`config.mk`:
```
export PLATFORM = sky130hd
export DESIGN_NAME = i2c_xfer_sched_flat
export DESIGN_NICKNAME = d
export VERILOG_FILES = /design/src/rtl/i2c_xfer_sched_if.sv /design/src/rtl/i2c_xfer_sched.sv /design/src/flat_wrapper.sv
export SDC_FILE = /design/constraint.sdc
export NUM_CORES = 1
export LEC_CHECK = 0
export BUFFER_PORTS_ARGS = -buffer_cell sky130_fd_sc_hd__buf_2
export CELL_PAD_IN_SITES_DETAIL_PLACEMENT = 1
export CELL_PAD_IN_SITES_GLOBAL_PLACEMENT = 2
export CORE_MARGIN = 2
export CORE_UTILIZATION = 40
export CTS_CLUSTER_DIAMETER = 40
export DETAILED_ROUTE_END_ITERATION = 8
export PLACE_DENSITY_LB_ADDON = 0.05
export SYNTH_ARGS = -nofsm -noshare
export SYNTH_HDL_FRONTEND = slang
export SYNTH_SLANG_ARGS = --single-unit
```
`constraint.sdc`:
```
create_clock -name clk -period 3.45 [get_ports clk]
set_input_delay 0.345 -clock clk [delete_from_list [all_inputs] [get_ports clk]]
set_output_delay 0.345 -clock clk [all_outputs]
set_load 0.02 [all_outputs]
```
`src/rtl/i2c_xfer_sched_if.sv`:
```
// Bundle of host-side command/FIFO signals and the i2c_ctrl-facing signals of the scheduler.
// The slave modport is the scheduler's view; the master modport is the host/controller side.
interface i2c_xfer_sched_if;
    logic       cmd_valid;
    logic       cmd_ready;
    logic       cmd_wr;
    logic [6:0] cmd_addr;
    logic [7:0] cmd_len;
    logic       tx_wr_en;
    logic [7:0] tx_wr_data;
    logic       tx_full;
    logic [8:0] tx_level;
    logic       rx_rd_en;
    logic [7:0] rx_rd_data;
    logic       rx_empty;
    logic [8:0] rx_level;
    logic       xfer_done;
    logic       err_len;
    logic       err_timeout;
    logic       tx_ovf;
    logic       ctl_go;
    logic       ctl_wr_ctrl;
    logic [6:0] ctl_slave_addr;
    logic [7:0] ctl_data_bytes;
    logic [7:0] ctl_w_data;
    logic [7:0] ctl_r_data;
    logic       ctl_busy;
    logic       ctl_byte_done;

    modport slave (
        input  cmd_valid, cmd_wr, cmd_addr, cmd_len, tx_wr_en, tx_wr_data, rx_rd_en,
               ctl_r_data, ctl_busy, ctl_byte_done,
        output cmd_ready, tx_full, tx_level, rx_rd_data, rx_empty, rx_level, xfer_done,
               err_len, err_timeout, tx_ovf, ctl_go, ctl_wr_ctrl, ctl_slave_addr,
               ctl_data_bytes, ctl_w_data
    );

    modport master (
        output cmd_valid, cmd_wr, cmd_addr, cmd_len, tx_wr_en, tx_wr_data, rx_rd_en,
               ctl_r_data, ctl_busy, ctl_byte_done,
        input  cmd_ready, tx_full, tx_level, rx_rd_data, rx_empty, rx_level, xfer_done,
               err_len, err_timeout, tx_ovf, ctl_go, ctl_wr_ctrl, ctl_slave_addr,
               ctl_data_bytes, ctl_w_data
    );
endinterface

```
`src/rtl/i2c_xfer_sched.sv`:
```
// Host-side transaction scheduler feeding i2c_ctrl: command FSM plus TX/RX payload FIFOs.
// A transfer is launched only once its whole payload (write) or landing space (read) is available.
module i2c_xfer_sched #(
    parameter int DEPTH     = 16,
    parameter int GO_CYCLES = 2,
    parameter int START_TO  = 64
) (
    input logic             clk,
    input logic             rst_n,
    i2c_xfer_sched_if.slave bus
);
    localparam int          AW      = $clog2(DEPTH);
    localparam logic [8:0]  DEPTH_L = 9'(DEPTH);
    localparam logic [3:0]  GO_LAST = 4'(GO_CYCLES - 1);
    localparam logic [15:0] TO_LAST = 16'(START_TO - 1);

    typedef enum logic [2:0] {IDLE, CHECK, GO, WAIT_BUSY, RUN, DONE} state_t;

    state_t          state, state_nx;
    logic [3:0]      go_cnt;
    logic [15:0]     to_cnt;
    logic [7:0]      byte_cnt;
    logic            busy_q;
    logic            wr_q;
    logic [6:0]      addr_q;
    logic [7:0]      len_q;
    logic            go_q;
    logic            err_len_q;
    logic            err_to_q;
    logic            ovf_q;

    logic [7:0]      tx_mem [DEPTH];
    logic [AW-1:0]   tx_wr_ptr, tx_rd_ptr;
    logic [8:0]      tx_cnt;
    logic [7:0]      rx_mem [DEPTH];
    logic [AW-1:0]   rx_wr_ptr, rx_rd_ptr;
    logic [8:0]      rx_cnt;

    logic            len_bad, space_ok, timeout_c, cmd_ready_c, done_c;
    logic            byte_ok, tx_full_c, tx_push, tx_pop, rx_push, rx_pop;

    assign len_bad   = (len_q == 8'd0) || ({1'b0, len_q} > DEPTH_L);
    assign space_ok  = wr_q ? (tx_cnt >= {1'b0, len_q})
                            : ((DEPTH_L - rx_cnt) >= {1'b0, len_q});
    // Bytes beyond the commanded length are ignored so the CHECK reservation cannot be overrun.
    assign byte_ok   = (state == RUN) && bus.ctl_byte_done && (byte_cnt < len_q);
    assign tx_full_c = (tx_cnt == DEPTH_L);
    assign tx_pop    = byte_ok && wr_q && (tx_cnt != 9'd0);
    assign tx_push   = bus.tx_wr_en && (!tx_full_c || tx_pop);
    assign rx_push   = byte_ok && !wr_q && (rx_cnt != DEPTH_L);
    assign rx_pop    = bus.rx_rd_en && (rx_cnt != 9'd0);

    always_ff @(posedge clk or negedge rst_n) begin
        if (!rst_n) begin
            state    <= IDLE;
            go_cnt   <= '0;
            to_cnt   <= '0;
            byte_cnt <= '0;
            busy_q   <= 1'b0;
        end else begin
            state    <= state_nx;
            go_cnt   <= (state == GO) ? go_cnt + 4'd1 : 4'd0;
            to_cnt   <= (state == WAIT_BUSY) ? to_cnt + 16'd1 : 16'd0;
            busy_q   <= bus.ctl_busy;
            if (state == GO)
                byte_cnt <= '0;
            else if (byte_ok)
                byte_cnt <= byte_cnt + 8'd1;
        end
    end

    always_comb begin
        state_nx    = state;
        timeout_c   = 1'b0;
        cmd_ready_c = 1'b0;
        done_c      = 1'b0;
        case (state)
            IDLE: begin
                cmd_ready_c = 1'b1;
                if (bus.cmd_valid)
                    state_nx = CHECK;
            end
            CHECK: begin
                if (len_bad)
                    state_nx = IDLE;
                else if (space_ok)
                    state_nx = GO;
            end
            GO: begin
                if (go_cnt == GO_LAST)
                    state_nx = WAIT_BUSY;
            end
            WAIT_BUSY: begin
                if (bus.ctl_busy)
                    state_nx = RUN;
                else if (to_cnt == TO_LAST) begin
                    timeout_c = 1'b1;
                    state_nx  = IDLE;
                end
            end
            RUN: begin
                if (busy_q && !bus.ctl_busy)
                    state_nx = DONE;
            end
            DONE: begin
                done_c   = 1'b1;
                state_nx = IDLE;
            end
            default: state_nx = IDLE;
        endcase
    end

    // Controller-facing command registers are loaded on acceptance and held until the next command.
    always_ff @(posedge clk or negedge rst_n) begin
        if (!rst_n) begin
            wr_q      <= 1'b1;
            addr_q    <= '0;
            len_q     <= '0;
            go_q      <= 1'b0;
            err_len_q <= 1'b0;
            err_to_q  <= 1'b0;
            ovf_q     <= 1'b0;
        end else begin
            if (state == IDLE && bus.cmd_valid) begin
                wr_q   <= bus.cmd_wr;
                addr_q <= bus.cmd_addr;
                len_q  <= bus.cmd_len;
            end
            go_q      <= (state_nx == GO);
            err_len_q <= (state == CHECK) && len_bad;
            err_to_q  <= timeout_c;
            ovf_q     <= bus.tx_wr_en && tx_full_c && !tx_pop;
        end
    end

    always_ff @(posedge clk or negedge rst_n) begin
        if (!rst_n) begin
            tx_wr_ptr <= '0;
            tx_rd_ptr <= '0;
            tx_cnt    <= '0;
            rx_wr_ptr <= '0;
            rx_rd_ptr <= '0;
            rx_cnt    <= '0;
        end else begin
            if (tx_push)
                tx_wr_ptr <= tx_wr_ptr + AW'(1);
            if (tx_pop)
                tx_rd_ptr <= tx_rd_ptr + AW'(1);
            if (tx_push && !tx_pop)
                tx_cnt <= tx_cnt + 9'd1;
            else if (tx_pop && !tx_push)
                tx_cnt <= tx_cnt - 9'd1;
            if (rx_push)
                rx_wr_ptr <= rx_wr_ptr + AW'(1);
            if (rx_pop)
                rx_rd_ptr <= rx_rd_ptr + AW'(1);
            if (rx_push && !rx_pop)
                rx_cnt <= rx_cnt + 9'd1;
            else if (rx_pop && !rx_push)
                rx_cnt <= rx_cnt - 9'd1;
        end
    end

    // Storage arrays need no reset: the pointers alone define what is valid.
    always_ff @(posedge clk) begin
        if (tx_push)
            tx_mem[tx_wr_ptr] <= bus.tx_wr_data;
        if (rx_push)
            rx_mem[rx_wr_ptr] <= bus.ctl_r_data;
    end

    assign bus.cmd_ready      = cmd_ready_c;
    assign bus.tx_full        = tx_full_c;
    assign bus.tx_level       = tx_cnt;
    assign bus.rx_rd_data     = rx_mem[rx_rd_ptr];
    assign bus.rx_empty       = (rx_cnt == 9'd0);
    assign bus.rx_level       = rx_cnt;
    assign bus.xfer_done      = done_c;
    assign bus.err_len        = err_len_q;
    assign bus.err_timeout    = err_to_q;
    assign bus.tx_ovf         = ovf_q;
    assign bus.ctl_go         = go_q;
    assign bus.ctl_wr_ctrl    = wr_q;
    assign bus.ctl_slave_addr = addr_q;
    assign bus.ctl_data_bytes = len_q;
    assign bus.ctl_w_data     = tx_mem[tx_rd_ptr];
endmodule
```
`src/flat_wrapper.sv`:
```
// flat-port wrapper written by rule: the top's interface ports become plain ports
module i2c_xfer_sched_flat 
#(
    parameter int DEPTH     = 16,
    parameter int GO_CYCLES = 2,
    parameter int START_TO  = 64
)
  (clk, rst_n, bus_cmd_valid, bus_cmd_wr, bus_cmd_addr, bus_cmd_len, bus_tx_wr_en, bus_tx_wr_data, bus_rx_rd_en, bus_ctl_r_data, bus_ctl_busy, bus_ctl_byte_done, bus_cmd_ready, bus_tx_full, bus_tx_level, bus_rx_rd_data, bus_rx_empty, bus_rx_level, bus_xfer_done, bus_err_len, bus_err_timeout, bus_tx_ovf, bus_ctl_go, bus_ctl_wr_ctrl, bus_ctl_slave_addr, bus_ctl_data_bytes, bus_ctl_w_data);
  i2c_xfer_sched_if bus_i ();
  input logic clk;
  input logic rst_n;
  input wire logic [$bits(bus_i.cmd_valid)-1:0] bus_cmd_valid;
  input wire logic [$bits(bus_i.cmd_wr)-1:0] bus_cmd_wr;
  input wire logic [$bits(bus_i.cmd_addr)-1:0] bus_cmd_addr;
  input wire logic [$bits(bus_i.cmd_len)-1:0] bus_cmd_len;
  input wire logic [$bits(bus_i.tx_wr_en)-1:0] bus_tx_wr_en;
  input wire logic [$bits(bus_i.tx_wr_data)-1:0] bus_tx_wr_data;
  input wire logic [$bits(bus_i.rx_rd_en)-1:0] bus_rx_rd_en;
  input wire logic [$bits(bus_i.ctl_r_data)-1:0] bus_ctl_r_data;
  input wire logic [$bits(bus_i.ctl_busy)-1:0] bus_ctl_busy;
  input wire logic [$bits(bus_i.ctl_byte_done)-1:0] bus_ctl_byte_done;
  output wire logic [$bits(bus_i.cmd_ready)-1:0] bus_cmd_ready;
  output wire logic [$bits(bus_i.tx_full)-1:0] bus_tx_full;
  output wire logic [$bits(bus_i.tx_level)-1:0] bus_tx_level;
  output wire logic [$bits(bus_i.rx_rd_data)-1:0] bus_rx_rd_data;
  output wire logic [$bits(bus_i.rx_empty)-1:0] bus_rx_empty;
  output wire logic [$bits(bus_i.rx_level)-1:0] bus_rx_level;
  output wire logic [$bits(bus_i.xfer_done)-1:0] bus_xfer_done;
  output wire logic [$bits(bus_i.err_len)-1:0] bus_err_len;
  output wire logic [$bits(bus_i.err_timeout)-1:0] bus_err_timeout;
  output wire logic [$bits(bus_i.tx_ovf)-1:0] bus_tx_ovf;
  output wire logic [$bits(bus_i.ctl_go)-1:0] bus_ctl_go;
  output wire logic [$bits(bus_i.ctl_wr_ctrl)-1:0] bus_ctl_wr_ctrl;
  output wire logic [$bits(bus_i.ctl_slave_addr)-1:0] bus_ctl_slave_addr;
  output wire logic [$bits(bus_i.ctl_data_bytes)-1:0] bus_ctl_data_bytes;
  output wire logic [$bits(bus_i.ctl_w_data)-1:0] bus_ctl_w_data;
  assign bus_i.cmd_valid = bus_cmd_valid;
  assign bus_i.cmd_wr = bus_cmd_wr;
  assign bus_i.cmd_addr = bus_cmd_addr;
  assign bus_i.cmd_len = bus_cmd_len;
  assign bus_i.tx_wr_en = bus_tx_wr_en;
  assign bus_i.tx_wr_data = bus_tx_wr_data;
  assign bus_i.rx_rd_en = bus_rx_rd_en;
  assign bus_i.ctl_r_data = bus_ctl_r_data;
  assign bus_i.ctl_busy = bus_ctl_busy;
  assign bus_i.ctl_byte_done = bus_ctl_byte_done;
  assign bus_cmd_ready = bus_i.cmd_ready;
  assign bus_tx_full = bus_i.tx_full;
  assign bus_tx_level = bus_i.tx_level;
  assign bus_rx_rd_data = bus_i.rx_rd_data;
  assign bus_rx_empty = bus_i.rx_empty;
  assign bus_rx_level = bus_i.rx_level;
  assign bus_xfer_done = bus_i.xfer_done;
  assign bus_err_len = bus_i.err_len;
  assign bus_err_timeout = bus_i.err_timeout;
  assign bus_tx_ovf = bus_i.tx_ovf;
  assign bus_ctl_go = bus_i.ctl_go;
  assign bus_ctl_wr_ctrl = bus_i.ctl_wr_ctrl;
  assign bus_ctl_slave_addr = bus_i.ctl_slave_addr;
  assign bus_ctl_data_bytes = bus_i.ctl_data_bytes;
  assign bus_ctl_w_data = bus_i.ctl_w_data;
  i2c_xfer_sched #(.DEPTH(DEPTH), .GO_CYCLES(GO_CYCLES), .START_TO(START_TO)) u_core (.clk(clk), .rst_n(rst_n), .bus(bus_i));
endmodule
```
==> results of run 1 <==
-- worst max-delay path: cells and delay by family (launching register included) --
kind                       cells  cell delay, ns
and+or+nand+nor                5            0.93
buffers and inverters          3            0.21
adders and majority gates      3            0.67
AOI/OAI and AO/OA              3            0.65
DFF                            1            0.40
xor gates and xnor gates       2            0.30
-- registers in the layout, summed over array words and instances, names as in the netlist, 7 cells and up --
signal and count:
u_core.to_cnt 16, u_core.byte_cnt 8, u_core.bus.ctl_slave_addr 7, u_core.bus.ctl_data_bytes 8, u_core.bus.tx_level 9, u_core.tx_mem 128
u_core.rx_mem 128, u_core.bus.rx_level 9
-- layout make-up --
type | instances | area, sq um
well taps | 468 | 586
clock buffers | 60 | 1350
repair buffers | 205 | 1360
fillers | 3613 | 18100
clock inverters | 33 | 395
flip-flops and latches | 342 | 9850
multi-input cells | 567 | 4970
inverters | 26 | 110
-- kinds of logic (layout without fill, tap and decap cells) --
| family | after synthesis | count (layout) | synth area share |
|---|---|---|---|
| AO/OA/AOI/OAI | 116 | 116 | 0.0486 |
| XOR/XNOR | 56 | 56 | 0.0328 |
| adder cells (fa/ha/maj) | 56 | 56 | 0.0479 |
| buffers and inverters | 68 | 324 | 0.0201 |
| flip-flops | 342 | 342 | 0.659 |
| multiplexers | 100 | 100 | 0.115 |
| AND/OR/NAND/NOR | 239 | 239 | 0.0761 |
-- stage by stage --
| stage | total power, mW | instances |
|---|---|---|
| final | 15.7 | 1701 |
| after CTS | 15.8 | 1690 |
| after global placement | 10.5 | 1583 |
| after detailed placement | 10.5 | 1583 |
| after floorplan | 8.78 | 977 |
| after global routing | 16.6 | 1701 |
-- routing by layer --
layer	track usage	part of all wire	vias up
met5	0	0	-
li1	-	-	4155
met4	0.0471	0.017	0
met3	0.0391	0.047	50
met2	0.313	0.48	183
met1	0.271	0.46	4571
-- worst paths after layout --
kind	endpoint	slack [ns]	from
setup reg to reg	u_core.bus.rx_level[8]$_DFFE_PN0P_	0.14	u_core.bus.rx_level[0]$_DFFE_PN0P_
min in group asynchronous	u_core.to_cnt[10]$_DFF_PN0_	0.49	rst_n
setup / recovery	u_core.bus.rx_level[8]$_DFFE_PN0P_	0.14	u_core.bus.rx_level[0]$_DFFE_PN0P_
max in group asynchronous	u_core.tx_rd_ptr[0]$_DFFE_PN0P_	2.11	rst_n
hold / removal	u_core.bus.ctl_slave_addr[5]$_DFFE_PN0P_	0.02	bus_cmd_addr[5]
hold reg to reg	u_core.go_cnt[0]$_DFF_PN0_	0.49	u_core.go_cnt[0]$_DFF_PN0_
-- repair_timing --
item                                   in CTS  in global routing
endpoints found under the hold margin      83                  0
hold buffers                               14                  0
buffers inserted                            0                 11
pin swaps                                   0                 13
setup endpoints to repair                   1                  7
gates resized for setup                     1                 17
-- placed cells by master, fill, tap and decap left out, types with 23 or more instances in the layout --
cell type	instances
edfxtp_1	256
ha_1	46
xor2_1	23
mux2i_1	27
mux4_2	56
nor2_1	76
dfrtp_1	80
nand2_1	70
o21ai_0	41
buf_2	95
buf_4	94
xnor2_1	33
clkbuf_16	52
-- power by group through the flow --
stage,Clock (mW),Combinational (mW),Sequential (mW)
6_report,5.22,5.10,5.38
5_1_grt,5.52,5.66,5.45
4_1_cts,5.35,5.11,5.39
3_5_place_dp,0,5.07,5.46
3_3_place_gp,0,5.03,5.44
2_1_floorplan,0,3.23,5.55
==> reports/summary.txt, run 1 <==
status: finished, final reports clean
Clk pin slew, worst setup/hold paths: 0.05 ns
Max transition margin: 0.342
Switching Fraction: 0.328
CP Max Fanout: 7
average wire per standard cell: 21.4 microns
initial antenna violation count: 0
via count: 8959
placeable core area: 36700 sq um
YS warnings: 0
Final Net Count: 1288
share of async-settable or async-resettable flops after synthesis: 0.251
cell-internal power: 10.6 mW
sequential fraction of design power: 0.342
remaining antenna violation count after routing: 0
total routing resource utilization after global routing: 0.194
start-to-end type of the worst setup path: flip-flop to flip-flop
depth of the most critical reg-to-reg path: 16
Peak Freq: 302 MHz
library cell occupying the most area in the post-synthesis netlist: edfxtp_1
Die Footprint: 38900 sq um
Max IR drop VDD: 494 uV
Synth Area per Inst: 15.3 sq um
number of port buffers: 96
clock insertion delay at the later pin of the skew report: 0.58 ns
maximum number of pins on one net before global-route repair: 72
Synth Net Count: 1072
maximum level of the CTS H-tree: 2
Fin Clk Skew: 0.0243 ns
highest cell delay on the worst timing path: 0.40 ns
final routed DRC violation total: 0
Sinks on Clock Net: 342
setup violation total in the final timing report: 0
final hold violations: 0
minimum hold slack: 0.0230 ns
post-route worst setup slack: 0.142 ns
setup repair after global routing missed its margin: yes
class of the worst hold path: input pin to flip-flop
Synth top cells by count: edfxtp_1, dfrtp_1, nor2_1
layout overhead on the synthesized area: 24.7%
proportion of synthesized chip area in sequential cells: 0.659
minimum clock period: 3.31 ns
reported max-cap violation count: 0
final standard cell utilization of the core: 0.507
number of distinct library cell variants in the gate-level netlist after synthesis: 58
die height: 197 microns
count of pins on the block boundary: 97
CP max stage cell: dfrtp_2
sort of element at the end of the critical path: flip-flop
final instance area: 18600 sq um
average via count per standard cell: 5.27
maximum count of clock buffers along a single path: 3
leading post-synthesis cells by cell area: edfxtp_1, dfrtp_1, mux4_2
net switching power: 5.14 mW
initial cell density of the core: 0.407
count of flip-flops with a built-in enable after synthesis: 256
cell at the root of the clock tree: clkbuf_16
combinational group share of total power: 0.325
summed instance area of the synthesized netlist: 14900 sq um
count of pins over their slew limit: 0
Detailed Place HPWL: 24400 microns
row cnt: 70
CP arrival: 3.75 ns
ordered cell list for the critical path: inv_2, ha_4, or3b_4, or3_4, nor2_4, nor2b_4, inv_2, ha_4, inv_8, fa_2, a21oi_2, o211ai_1, o41ai_2, xnor2_1, nor2_1, xor2_1
first-pass GRT wire length: 56700 microns
number of instances in the synthesized netlist: 977
sort of element at the start of the critical path: flip-flop
power per cell area: 843 nW/um^2
clock share of power: 0.333
First-pass DRT Iterations: 5
share of cells above drive strength 1: 0.317
setup tns final: 0 ns
most frequent cell after synthesis: edfxtp_1
actual slew at the worst max-slew pin: 0.987 ns
final weighted congestion in routability-driven placement: 0.764
via count of the first global-routing pass: 9405
width of the die: 197 microns
depth of the worst hold-timing path: 2
share of the clock period used by the worst path: 0.959
Req. time, crit path: 3.89 ns
leakage power figure: 7.04 nW
Num CTS Buffers: 51
Synth top area share: 0.515
CTS tree: built
Setup Slack @ Placement: 0.0331 ns
Iter 0 DRT Violations: 411
synthesized flop and latch total: 342
Routed Wire Length: 36400 microns
total cell area at the placement stage: 16600 sq um
most used flip-flop cell after synthesis: edfxtp_1
antenna cell count: 0
remaining global-route overflow: 0
(Power assumes the default switching activity.)
==> inputs of run 2 (changes only) <==
--- a/config.mk
+++ b/config.mk
@@ -9,7 +9,7 @@
 export CELL_PAD_IN_SITES_DETAIL_PLACEMENT = 1
 export CELL_PAD_IN_SITES_GLOBAL_PLACEMENT = 2
 export CORE_MARGIN = 2
-export CORE_UTILIZATION = 40
+export CORE_UTILIZATION = 35
 export CTS_CLUSTER_DIAMETER = 40
 export DETAILED_ROUTE_END_ITERATION = 8
 export PLACE_DENSITY_LB_ADDON = 0.05
==> reports/summary.txt, run 2 (synthesized netlist as in run 1, its figures left out) <==
launch point of the worst hold path: bus_tx_wr_en
Final Net Count: 1297
share of cells above drive strength 1: 0.330
maximum count of clock buffers along a single path: 3
Max IR drop VDD: 441 uV
worst path buffer plus inverter count: 3
most common cell after layout, fill and taps aside: edfxtp_1
setup repair after global routing missed its margin: yes
Die Footprint: 44300 sq um
final weighted congestion in routability-driven placement: 0.734
CP arrival: 3.76 ns
final instance count without filler cells: 1789
First-pass DRT Iterations: 4
Req. time, crit path: 3.92 ns
layout overhead on the synthesized area: 26.7%
cell-internal power: 10.6 mW
fillers: 4263
cell count after placement: 1656
remaining antenna violation count after routing: 0
final hold violations: 0
sequential fraction of design power: 0.332
number of port buffers: 96
top routing layer in use: met4
met3 routed WL: 1590 microns
most frequent cells in the layout: edfxtp_1, buf_2, buf_4
clock insertion delay at the later pin of the skew report: 0.62 ns
initial antenna violation count: 0
total stage count of the critical path: 16
via count of the first global-routing pass: 9753
maximum number of pins on one net before global-route repair: 50
clock share of power: 0.346
CP Max Fanout: 8
status: finished, final reports clean
reported max-cap violation count: 0
width of the die: 211 microns
minimum hold slack: 0.0683 ns
Switching Fraction: 0.343
die height: 211 microns
start-to-end type of the worst setup path: flip-flop to flip-flop
average via count per standard cell: 5.00
ordered cell list for the critical path: inv_2, ha_4, or3b_4, or3_4, nor2_4, nor2b_4, inv_2, ha_4, inv_6, fa_2, a21oi_2, o211ai_1, o41ai_2, xnor2_1, nor2_1, xor2_1
post-route worst setup slack: 0.165 ns
placeable core area: 42000 sq um
final routed DRC violation total: 0
setup violation total in the final timing report: 0
Fin Clk Skew: 0.0304 ns
highest cell delay on the worst timing path: 0.40 ns
power per cell area: 851 nW/um^2
maximum level of the CTS H-tree: 2
first-pass GRT wire length: 59100 microns
count of pins over their slew limit: 0
dominant delay contributor by cell family on the critical path: simple AND/OR/NAND/NOR gates
Detail Route met2 WL: 17400 microns
Routed Wire Length: 37700 microns
worst hold path endpoint: u_core.bus.tx_ovf$_DFF_PN0_
CTS tree: built
via count: 8941
leading registers by flop count: u_core.rx_mem: 128 flops, u_core.tx_mem: 128 flops, u_core.to_cnt: 16 flops
area of all sequential standard cells: 9850 sq um
antenna cell count: 0
Num CTS Buffers: 56
met1 WL: 17800 microns
count of pins on the block boundary: 97
cell at the root of the clock tree: clkbuf_16
row cnt: 75
Setup Slack @ Placement: -0.0377 ns
sort of element at the end of the critical path: flip-flop
actual slew at the worst max-slew pin: 0.777 ns
depth of the most critical reg-to-reg path: 16
average wire per standard cell: 21.1 microns
remaining global-route overflow: 0
initial cell density of the core: 0.355
leakage power figure: 7.14 nW
sort of element at the start of the critical path: flip-flop
slack of the worst reg-to-reg path: 0.16 ns
Sinks on Clock Net: 342
Detailed Place HPWL: 25400 microns
Peak Freq: 304 MHz
class of the worst hold path: input pin to flip-flop
depth of the worst hold-timing path: 2
endpoint of the most critical register-to-register path: u_core.bus.rx_level[8]$_DFFE_PN0P_
CP max stage cell: dfrtp_2
final standard cell utilization of the core: 0.450
RR Startpoint: u_core.bus.rx_level[0]$_DFFE_PN0P_
net switching power: 5.52 mW
Iter 0 DRT Violations: 342
share of the clock period used by the worst path: 0.952
worst setup path startpoint: u_core.bus.rx_level[0]$_DFFE_PN0P_
combined area of the multi-input logic cells: 4970 sq um
minimum clock period: 3.29 ns
combinational group share of total power: 0.322
total routing resource utilization after global routing: 0.177
Max transition margin: 0.482
Clk pin slew, worst setup/hold paths: 0.05 ns
run 2: cell types whose count changed in the layout (fill, tap and decap cells not counted), sizes merged:
| cell | previous run | this run |
|---|---|---|
| inv | 30 | 46 |
| bufinv | 7 | 3 |
| dlygate4sd3 | 14 | 18 |
| clkinvlp | 6 | 7 |
run 2: stage by stage:
stage | total power [mW] | TNS (ns) | area (sq um)
floorplan | 8.78 | 0 | 15100
CTS | 16.3 | 0 | 18800
global route | 17.1 | -0.0565 | 18900
finish | 16.1 | 0 | 18900
detailed placement | 10.6 | -0.0648 | 16700
global placement | 10.6 | 0 | 16700
run 2: worst max path at each step:
stage | endpoint | slack, ns
2_1_floorplan | u_core.bus.rx_level[7]$_DFFE_PN0P_ | 0.003
3_3_place_gp | u_core.bus.rx_level[8]$_DFFE_PN0P_ | 0.03
3_5_place_dp | u_core.bus.rx_level[8]$_DFFE_PN0P_ | -0.04
4_1_cts | u_core.bus.tx_level[7]$_DFFE_PN0P_ | 0.003
5_1_grt | u_core.bus.tx_level[7]$_DFFE_PN0P_ | -0.04
6_report | u_core.bus.rx_level[8]$_DFFE_PN0P_ | 0.16
run 2: power groups by stage:
stage	Sequential (mW)	Combinational [mW]	Clock [mW]
floorplan	5.55	3.23	0
global placement	5.42	5.16	0
detailed placement	5.43	5.16	0
CTS	5.36	5.20	5.72
global route	5.42	5.75	5.90
finish	5.34	5.19	5.57
run 2: routing by layer:
layer / GRT usage / up-vias
li1: - / 4183
met1: 0.246 / 4530
met2: 0.278 / 160
met3: 0.0380 / 68
met4: 0.0534 / 0
met5: 0 / -
run 2: area by class of cell:
type,count,share of cell area
Clock buffer,60,0.0749
Clock inverter,46,0.0259
Inverter,26,0.00555
Multi-Input combinational cell,567,0.263
Sequential cell,342,0.520
Tap cell,539,0.0356
Timing Repair Buffer,209,0.0749
run 2: repair_timing:
| item | in CTS | in global routing |
|---|---|---|
| hold buffers | 18 | 0 |
| gates resized for setup | 1 | 18 |
| hold endpoints to repair | 55 | 0 |
| endpoints found under the setup margin | 2 | 6 |
| pin swaps | 0 | 9 |
| buffers inserted | 0 | 9 |
==> inputs of run 3 (changes only) <==
--- a/config.mk
+++ b/config.mk
@@ -7,7 +7,8 @@
 export LEC_CHECK = 0
 export BUFFER_PORTS_ARGS = -buffer_cell sky130_fd_sc_hd__buf_2
 export CELL_PAD_IN_SITES_DETAIL_PLACEMENT = 1
-export CELL_PAD_IN_SITES_GLOBAL_PLACEMENT = 2
+export CELL_PAD_IN_SITES_GLOBAL_PLACEMENT = 1
+export CORE_ASPECT_RATIO = 1.75
 export CORE_MARGIN = 2
 export CORE_UTILIZATION = 35
 export CTS_CLUSTER_DIAMETER = 40
==> reports/summary.txt, run 3 (synthesized netlist as in run 1, its figures left out) <==
status: finished, final reports clean
sort of element at the start of the critical path: flip-flop
maximum number of pins on one net before global-route repair: 68
number of port buffers: 96
setup repair after global routing missed its margin: yes
minimum clock period: 3.37 ns
remaining global-route overflow: 0
CP Max Fanout: 8
CTS tree: built
start-to-end type of the worst setup path: flip-flop to flip-flop
final instance count without filler cells: 1774
average wire per standard cell: 21.1 microns
antenna cell count: 0
fillers: 4340
final weighted congestion in routability-driven placement: 0.766
Max IR drop VDD: 506 uV
total stage count of the critical path: 16
leakage power figure: 6.87 nW
most common cell after layout, fill and taps aside: edfxtp_1
maximum count of clock buffers along a single path: 3
global routing usage on met3: 0.0246
ordered cell list for the critical path: inv_2, ha_4, or3b_4, or3_4, nor2_4, nor2b_4, inv_2, ha_4, inv_8, fa_2, a21oi_2, o211ai_1, o41ai_2, xnor2_1, nor2_1, xor2_1
placeable core area: 42300 sq um
Req. time, crit path: 3.88 ns
setup tns final: 0 ns
highest cell delay on the worst timing path: 0.41 ns
initial antenna violation count: 0
count of pins on the block boundary: 97
count of pins over their slew limit: 0
width of the die: 160 microns
depth of the most critical reg-to-reg path: 16
leading registers by flop count: u_core.rx_mem: 128 flops, u_core.tx_mem: 128 flops, u_core.to_cnt: 16 flops
Final Net Count: 1275
worst path buffer plus inverter count: 3
maximum level of the CTS H-tree: 2
Sinks on Clock Net: 342
remaining antenna violation count after routing: 0
Most Crowded Layer GR: met2
Die Footprint: 44400 sq um
dominant delay contributor by cell family on the critical path: simple AND/OR/NAND/NOR gates
final standard cell utilization of the core: 0.435
CP max stage cell: dfrtp_2
via count: 8862
met1 capacity usage during global routing: 0.203
reported max-cap violation count: 0
Clk pin slew, worst setup/hold paths: 0.06 ns
depth of the worst hold-timing path: 3
power per cell area: 820 nW/um^2
share of the clock period used by the worst path: 0.976
Fin Clk Skew: 0.0277 ns
class of the worst hold path: input pin to flip-flop
clock insertion delay at the later pin of the skew report: 0.55 ns
layout overhead on the synthesized area: 23.1%
row cnt: 100
average via count per standard cell: 5.00
cell at the root of the clock tree: clkbuf_16
first-pass GRT wire length: 59100 microns
final hold violations: 0
share of cells above drive strength 1: 0.319
via count of the first global-routing pass: 10000
setup violation total in the final timing report: 0
Peak Freq: 297 MHz
final routed DRC violation total: 0
M2 GR Usage: 0.328
CP arrival: 3.79 ns
most frequent cells in the layout: edfxtp_1, buf_4, buf_2
Routed Wire Length: 37500 microns
cell count after placement: 1680
Num CTS Buffers: 41
initial cell density of the core: 0.353
die height: 277 microns
Iter 0 DRT Violations: 429
Power, Total: 15.1 mW
total routing resource utilization after global routing: 0.175
actual slew at the worst max-slew pin: 0.952 ns
Max transition margin: 0.365
sort of element at the end of the critical path: flip-flop
First-pass DRT Iterations: 4
Detailed Place HPWL: 25900 microns
[run 3: cell types whose count changed in the layout (fill, tap and decap cells not counted), sizes merged]
| cell | before | now |
|---|---|---|
| inv | 46 | 34 |
| clkbuf | 60 | 44 |
| clkinv | 16 | 12 |
| dlygate4sd3 | 18 | 7 |
| buf | 191 | 195 |
| bufinv | 3 | 5 |
[run 3: worst paths after layout]
| check | slack (ns) | to | from |
|---|---|---|---|
| max | 0.08 | u_core.bus.rx_level[8]$_DFFE_PN0P_ | u_core.bus.rx_level[0]$_DFFE_PN0P_ |
| min | 0.02 | u_core.bus.ctl_data_bytes[3]$_DFFE_PN0P_ | bus_cmd_len[3] |
| max reg2reg | 0.08 | u_core.bus.rx_level[8]$_DFFE_PN0P_ | u_core.bus.rx_level[0]$_DFFE_PN0P_ |
| min reg2reg | 0.50 | u_core.bus.ctl_slave_addr[1]$_DFFE_PN0P_ | u_core.bus.ctl_slave_addr[1]$_DFFE_PN0P_ |
| max in group asynchronous | 2.16 | u_core.bus.tx_level[7]$_DFFE_PN0P_ | rst_n |
| min in group asynchronous | 0.48 | u_core.to_cnt[12]$_DFF_PN0_ | rst_n |
[run 3: tightest hold or removal path: stages]
cell,delay (ns)
buf_2,0.08
nand2_1,0.04
o21ai_0,0.05
[run 3: per-stage QoR]
stage	area [sq um]	hold slack (ns)	setup slack, ns
global placement	16700	0.486	0.0459
CTS	18200	0.00225	0.0145
detailed placement	16700	0.495	-0.0412
finish	18400	0.0207	0.0818
global route	18400	0.0218	-0.0848
floorplan	15100	0.0494	0.00269
[run 3: routing by layer]
layer  part of all wire  up-vias  routed length [microns]
met2               0.55      144                    20500
met5                  0        -                        0
met3              0.031       55                     1170
met1               0.39     4553                    14800
met4              0.027        0                     1030
li1                   -     4110                        -
[run 3: area by class of cell]
type	instances	area [sq um]	area share
Tap cell	561	702	0.0382
Clock buffer	44	1080	0.0588
Inverter	26	110	0.00599
Timing Repair Buffer	202	1320	0.0719
Clock inverter	32	344	0.0187
Sequential cell	342	9850	0.536
Multi-Input combinational cell	567	4970	0.271
[run 3: power breakdown]
group	leakage [nW]	switching, mW	total, mW	internal (mW)
clock network	0.677	1.82	4.51	2.69
logic	2.79	2.88	5.22	2.33
registers	3.40	0.437	5.35	4.92
[run 3: timing repair]
item / CTS / global route
resized for setup: 5 / 19
setup buffers: 2 / 9
hold buffers: 7 / 0
hold endpoints to repair: 29 / 0
pin swaps: 4 / 19
setup endpoints to repair: 2 / 7
